==> config.mk <==
export PLATFORM = sky130hd
export DESIGN_NAME = oitf_ctrl
export DESIGN_NICKNAME = d
export VERILOG_FILES = /design/src/rtl/oitf_ctrl.sv
export SDC_FILE = /design/constraint.sdc
export NUM_CORES = 1
export LEC_CHECK = 0
export CORE_AREA = 2 2 84 70
export DETAILED_ROUTE_END_ITERATION = 8
export DIE_AREA = 0 0 86 72
export DONT_BUFFER_PORTS = 1
export MAX_ROUTING_LAYER = met4
export PLACE_DENSITY = 0.78
export SLEW_MARGIN = 30
export SYNTH_ARGS = -nofsm -noshare
export SYNTH_HDL_FRONTEND = slang
export SYNTH_SLANG_ARGS = --single-unit
==> constraint.sdc <==
create_clock -name clk -period 2.5 [get_ports clk]
set_input_delay 0.25 -clock clk [delete_from_list [all_inputs] [get_ports clk]]
set_output_delay 0.25 -clock clk [all_outputs]
set_load 0.03 [all_outputs]
==> src/rtl/oitf_ctrl.sv <==
// Outstanding-instruction tracking FIFO for the ID/EX stage.
// Holds in-flight long-latency destinations in order and flags decode-stage RAW hazards against them.
module oitf_ctrl #(
  parameter int DEPTH = 4,
  parameter int PTR_W = 2,
  parameter int RA_W  = 5
) (
  input  logic            clk,
  input  logic            rst,
  input  logic            flush,
  input  logic            dis_ena,
  output logic            dis_ready,
  input  logic [RA_W-1:0] dis_rd,
  input  logic            dis_wreg,
  input  logic            dis_whi,
  input  logic            dis_wlo,
  input  logic            dis_wllbit,
  input  logic            dis_wcp0,
  input  logic [RA_W-1:0] dis_cp0_addr,
  input  logic            ret_ena,
  input  logic [RA_W-1:0] rs1_addr,
  input  logic            rs1_en,
  input  logic [RA_W-1:0] rs2_addr,
  input  logic            rs2_en,
  input  logic            rd_hi,
  input  logic            rd_lo,
  input  logic            rd_llbit,
  input  logic            rd_cp0_en,
  input  logic [RA_W-1:0] rd_cp0_addr,
  output logic            oitf_match,
  output logic            oitf_hi_match,
  output logic            oitf_lo_match,
  output logic            oitf_LLbit_match,
  output logic            oitf_cp0_match,
  output logic            oitf_empty,
  output logic            oitf_full
);

  logic [PTR_W:0]   wptr, rptr;
  logic [PTR_W-1:0] widx, ridx;
  logic [DEPTH-1:0] valid;
  logic [DEPTH-1:0] wreg_q, whi_q, wlo_q, wllbit_q, wcp0_q;
  logic [RA_W-1:0]  rd_q  [DEPTH];
  logic [RA_W-1:0]  cp0_q [DEPTH];
  logic             dis_fire, ret_fire;

  assign widx = wptr[PTR_W-1:0];
  assign ridx = rptr[PTR_W-1:0];

  // Wrap bit distinguishes full from empty when the index bits coincide.
  assign oitf_empty = (wptr == rptr);
  assign oitf_full  = (wptr[PTR_W] != rptr[PTR_W]) && (widx == ridx);
  assign dis_ready  = ~oitf_full;

  assign dis_fire = dis_ena & dis_ready & ~flush;
  assign ret_fire = ret_ena & ~oitf_empty & ~flush;

  always_ff @(posedge clk or posedge rst) begin
    if (rst) begin
      wptr  <= '0;
      rptr  <= '0;
      valid <= '0;
    end else if (flush) begin
      wptr  <= '0;
      rptr  <= '0;
      valid <= '0;
    end else begin
      if (ret_fire) begin
        valid[ridx] <= 1'b0;
        rptr        <= rptr + (PTR_W+1)'(1);
      end
      if (dis_fire) begin
        valid[widx] <= 1'b1;
        wptr        <= wptr + (PTR_W+1)'(1);
      end
    end
  end

  // Payload is qualified by valid, so it needs no reset.
  always_ff @(posedge clk) begin
    if (dis_fire) begin
      rd_q[widx]     <= dis_rd;
      wreg_q[widx]   <= dis_wreg;
      whi_q[widx]    <= dis_whi;
      wlo_q[widx]    <= dis_wlo;
      wllbit_q[widx] <= dis_wllbit;
      wcp0_q[widx]   <= dis_wcp0;
      cp0_q[widx]    <= dis_cp0_addr;
    end
  end

  always_comb begin
    oitf_match       = 1'b0;
    oitf_hi_match    = 1'b0;
    oitf_lo_match    = 1'b0;
    oitf_LLbit_match = 1'b0;
    oitf_cp0_match   = 1'b0;
    for (int i = 0; i < DEPTH; i++) begin
      if (valid[i]) begin
        if (wreg_q[i] && (rd_q[i] != '0) &&
            ((rs1_en && (rd_q[i] == rs1_addr)) || (rs2_en && (rd_q[i] == rs2_addr))))
          oitf_match = 1'b1;
        if (rd_hi && whi_q[i])
          oitf_hi_match = 1'b1;
        if (rd_lo && wlo_q[i])
          oitf_lo_match = 1'b1;
        if (rd_llbit && wllbit_q[i])
          oitf_LLbit_match = 1'b1;
        if (rd_cp0_en && wcp0_q[i] && (cp0_q[i] == rd_cp0_addr))
          oitf_cp0_match = 1'b1;
      end
    end
  end

endmodule

# Word-level counts from Yosys, hierarchy flattened
# Memory sizes are Yosys's and may differ from the RTL's.
# Cells that the tools add are included.
[totals]
register_bits = 30
latch_bits = 0
mem_bits_rw = 40
rom_bits = 0
input_bits = 41
out_inout_bits = 8
wordCells = 149
n_memories = 2
[memory_table]
columns = ["memory", "depth", "word_bits", "rd", "rd_ports_with_merged_regs", "write_ports", "line_no", "source"]
rows = [
  ["cp0_q", 4, 5, 4, 0, 1, "44", "logic [RA_W-1:0] cp0_q [DEPTH];"],
  ["rd_q", 4, 5, 4, 0, 1, "43", "logic [RA_W-1:0] rd_q [DEPTH];"],
]
[op_classes]
add_sub_neg = 2
n_mul = 0
div = 0
order_cmp = 4
n_eq_ne = 15
shift = 0
muxes = 59
n_bitwise = 10
reduce_logical = 49
[op_table]
columns = ["operator", "n"]
rows = [
  ["== test 5 bit", 12],
  ["2-to-1 mux 1 bit", 44],
  ["logical AND 1 bit", 39],
  ["bitwise mux 4 bit", 5],
  ["nonzero test 5 bit", 4],
  ["2-to-1 mux 4 bit", 4],
  ["2-to-1 mux 3 bit", 4],
  ["adder 3 x 1 -> 3 bit, second input constant", 2],
  ["less-than comparator 2 x 3 -> 1 bit, second input constant", 2],
  ["AND 1 bit", 4],
  ["AND 4 bit", 1],
  ["demux 1 bit (select 2 bit)", 2],
  ["greater-or-equal comparator 2 x 1 -> 1 bit, second input constant", 2],
  ["logical OR 1 bit", 4],
  ["inverter 4 bit", 1],
  ["OR 4 bit", 1],
  ["nonzero test 2 bit", 2],
  ["== test 3 bit", 1],
  ["inverter 1 bit", 3],
  ["== test 2 bit", 1],
  ["inequality test 1 bit", 1],
]

# Depth between registers and ports, before layout
[depth]
word_depth = 12
depth_mapped = 5
ltp_nobuf = 5

# Worst setup path before layout
# OpenSTA, ideal clock, no wires.
[synth_path]
path_type = "flip-flop to flip-flop"
start = "reg wptr[0]"
end = "mem cp0_q[0][0] (enable)"
setup_time_ns = 0.372
arrival_time_ns = 1.838
t_required_ns = 2.128
slack_ns = 0.290
path_stages_with_launch = 6
path_buffers = 0
synth_period_minus_slack_ns = 2.210
cell_sequence = "dfrtp_1 > xnor2_1 > nand3_1 > inv_1 > nor3_1 > and2_1"
[synth_via]
elab_chain_cells = 7
[synth_rtl]
columns = ["element", "line_no", "source"]
rows = [
  ["start: declaration", "39", "logic [PTR_W:0] wptr, rptr;"],
  ["start signal: assignment", "74", "wptr <= wptr + (PTR_W+1)'(1);"],
  ["== test 2 bit", "52", "assign oitf_full = (wptr[PTR_W] != rptr[PTR_W]) && (widx == ridx);"],
  ["logical AND 1 bit", "52", ""],
  ["inverter 1 bit", "53", "assign dis_ready = ~oitf_full;"],
  ["via dis_ready", "12", "output logic dis_ready,"],
  ["AND 1 bit (2 in a row)", "55", "assign dis_fire = dis_ena & dis_ready & ~flush;"],
  ["2-to-1 mux 1 bit", "81", "if (dis_fire) begin"],
  ["2-to-1 mux 1 bit (not written as such)", "88", "cp0_q[widx] <= dis_cp0_addr;"],
  ["end: declaration", "44", ""],
]
# The timed path passes the listed nets, and every way through them passes these cells.

==> impl_metrics.toml <==
[outcome]
status = "completed"

[placed_design]
io_buffers = 0
gp_congestion = 0.9096
dp_hpwl_mm = 4.591
dpl_cell_area_um2 = 3431
dpl.cell_count = 311

[timing]
relSlewSlack_pct = 59.06
finalSetupViolCount = 0
slew_viol_final = 0
finalSetupTns_ps = 0
finalClockSkew_ps = 6.670
period_needed_ps = 2397
hold_viol_final = 0
fmaxAchievable_mhz = 417.1
worst_pin_slew_ps = 611.2
period_share_pct = 95.90
rsz0062_at_grt = "false"

[synth]
syn_area_um2 = 3272
async_flop_share_pct = 14.29
syn_avg_cell_area_um2 = 13.58
synth_cell_types = 27
synthCells = 241
syn_nets = 290
ys_seq_elements = 70
synth_warnings = 0
synth-edff-count = 60
synthFlopType = "edfxtp_1"
yosysSeqAreaShare_pct = 62.72

[global_route]
busiest_layer = "met2"
grt_usage_pct = 23.77
grt_pass1_wl_mm = 10.27
grt_util_met3_pct = 6.371
antenna_found_initial = 0
grt_max_degree = 16
grt_pass1_vias = 2035
grtUsageMet1_pct = 30.58
grtUsageMet2_pct = 36.86
grt_overflow_total = 0

[clocking]
cts_buffers = 9
clk_pin_slew_ps = 70
cts_max_path_buffers = 2
ctsHtreeMaxLevel = 3
clockRootBuffer = "clkbuf_8"
cts_tree = "built"
cts_setup_buffers = 0
cts_num_sinks = 70
clock_latency_ps = 340

[setup_path]
max_stage_delay_ps = 600
critical_path.top_delay_family = "simple AND/OR/NAND/NOR gates"
crit_fanout = 3
crit_chain = "or4_4 -> o211ai_2 -> a21oi_1 -> or4_4"
path_common_cell = "or4_4"
crit_buf_inv = 0
critical_path_required_ps = 2250
crit_path_start_kind = "flip-flop"
critPathSlowestCell = "or4_4"
crit_path_end_kind = "output port"
worst_ep_arrival_time_ps = 2150
worstSetupPathType = "flip-flop to output port"

[power]
ir_worst_vdd_mv = 0.5236
internal_power_w = 0.001995
seqPwrFrac_pct = 52.1
power_frac_comb_pct = 10.4
cellPowerDensity_nw_per_um2 = 679.0
clkPwrFrac_pct = 37.5
sw_frac_of_total_pct = 23.20
switching_power_w = 0.0006028
p_total_w = 0.002598
p_leak_nw = 1.338

[layout]
diodes = 0
synthToLayoutAreaGrowth_pct = 16.94
final_area_um2 = 3826
nNetsFinal = 323
final_cells = 344
final_layout_size_suffix_gt1_share_pct = 9.677
fillers = 364
final_util_pct = 71.99

[routing]
ant_nets = 0
wire_per_inst_um = 19.56
firstDrtPassIters = 4
drc_errors = 0
num_vias = 2000
wl_mm = 6.728
drtIter0Drc = 111
via_per_inst = 5.814

[floorplanning]
rows = 24
die_w_um = 86
dieArea_um2 = 6192
start_util_pct = 61.56
pin_count = 49
die_h_um = 72
core_area_um2 = 5315

[job]
drv_cap = 0

[worst_hold_path]
hp-class = "primary input to flip-flop"
-- state kept, by name, summed over array words and instances, names as in the netlist --
register	count
wptr	3
wcp0_q	4
rptr	3
wllbit_q	4
whi_q	4
wreg_q	4
rd_q	20
cp0_q	20
wlo_q	4
valid	4
-- area by class of cell --
| type | instances | area, um2 | share of cell area (%) |
|---|---|---|---|
| Inverter | 10 | 37.54 | 0.9810 |
| Timing Repair Buffer | 26 | 262.8 | 6.867 |
| Clock inverter | 7 | 97.59 | 2.551 |
| Clock buffer | 9 | 123.9 | 3.237 |
| Tap cell | 65 | 81.33 | 2.126 |
| Sequential cell | 70 | 2052 | 53.63 |
| Multi-Input combinational cell | 157 | 1171 | 30.61 |
-- worst paths after layout --
kind                       slack [ps]  startpoint  cells past startpoint          to
setup / recovery                  100  rd_q[1][1]                      4  oitf_match
hold / removal                    210     ret_ena                      3    valid[3]
setup reg to reg                  440     wptr[0]                      6  rd_q[2][4]
hold reg to reg                   570     rptr[2]                      2     rptr[2]
max in group asynchronous        1880         rst                      2    valid[1]
min in group asynchronous         340         rst                      2     wptr[0]
-- layout by cell type, fill, tap and decap left out, types with 4 or more instances in the layout --
master,synthesis,final
nor4_1,8,8
ha_1,8,8
buf_4,0,7
nand3_1,11,11
a21oi_1,9,9
xnor2_1,30,30
nand2_1,6,6
a22oi_1,6,6
clkbuf_8,0,9
inv_1,10,10
nor2_1,8,8
o211ai_1,4,4
dlygate4sd3_1,0,17
xor2_1,37,37
nand4_1,6,6
edfxtp_1,60,60
dfrtp_1,10,10
and2_1,4,4
-- synth_stat cells (all sizes together) (3+ instances only) --
library cell	n	area share [%]
dfrtp	10	7.6
nor4	8	1.5
nand4	6	1.1
o211ai	5	1.3
edfxtp	60	55
or4	5	1.3
clkbuf	4	0.46
a22oi	6	1.4
xor2	37	9.9
nor2	8	0.92
nand2	6	0.69
nor3	3	0.46
a21oi	9	1.4
o21ai	4	0.61
nand3	11	1.7
and2	4	0.76
a21boi	3	0.69
inv	10	1.1
ha	8	3.1
xnor2	30	8.0
-- cells by family after synthesis --
family          after synthesis  share of synthesized area (%)
flops                        70                          62.72
mux                           1                         0.3059
fa+ha+maj                     8                          3.059
compound gates               29                          5.736
xor+xnor                     67                          17.93
buf+inv                      14                          1.606
simple gates                 52                          8.642
-- through the flow --
| step | hold WS [ps] | setup slack (ps) |
|---|---|---|
| final | 205.9 | 102.6 |
| after global routing | 222.5 | 26.72 |
| after CTS | 193.6 | 90.95 |
| after detailed placement | 143.0 | 367.0 |
| after global placement | 134.6 | 392.3 |
| after floorplan | 90.18 | 290.0 |
-- metal layers --
layer / wire length [um] / part of all wire (%)
met3: 609 / 9.1
met2: 3278 / 49
met4: 133 / 2.0
met1: 2706 / 40
met5: 0 / 0
-- worst reg2reg max path, stage by stage (launching register included) --
cell and delay, ps:
dfrtp_1 470, xnor2_1 190, nand3_1 120, inv_1 60, nor3_1 300, and2_1 360
buf_4 260
-- power groups by stage --
stage	Sequential (W)	Clock [W]	Combinational, W
floorplan	0.00137	0	0.000191
detailed placement	0.00138	0	0.000234
finish	0.00135	0.000974	0.000270
global placement	0.00138	0	0.000231
CTS	0.00135	0.000997	0.000271
global route	0.00136	0.00104	0.000301
-- repair_timing --
action	4_1_cts	5_1_grt
endpoints found under the setup margin	1	0
endpoints found under the hold margin	80	0
hold buffers	17	0
gates resized for setup	1	0
Note: power is estimated with default switching activity, not from simulation.
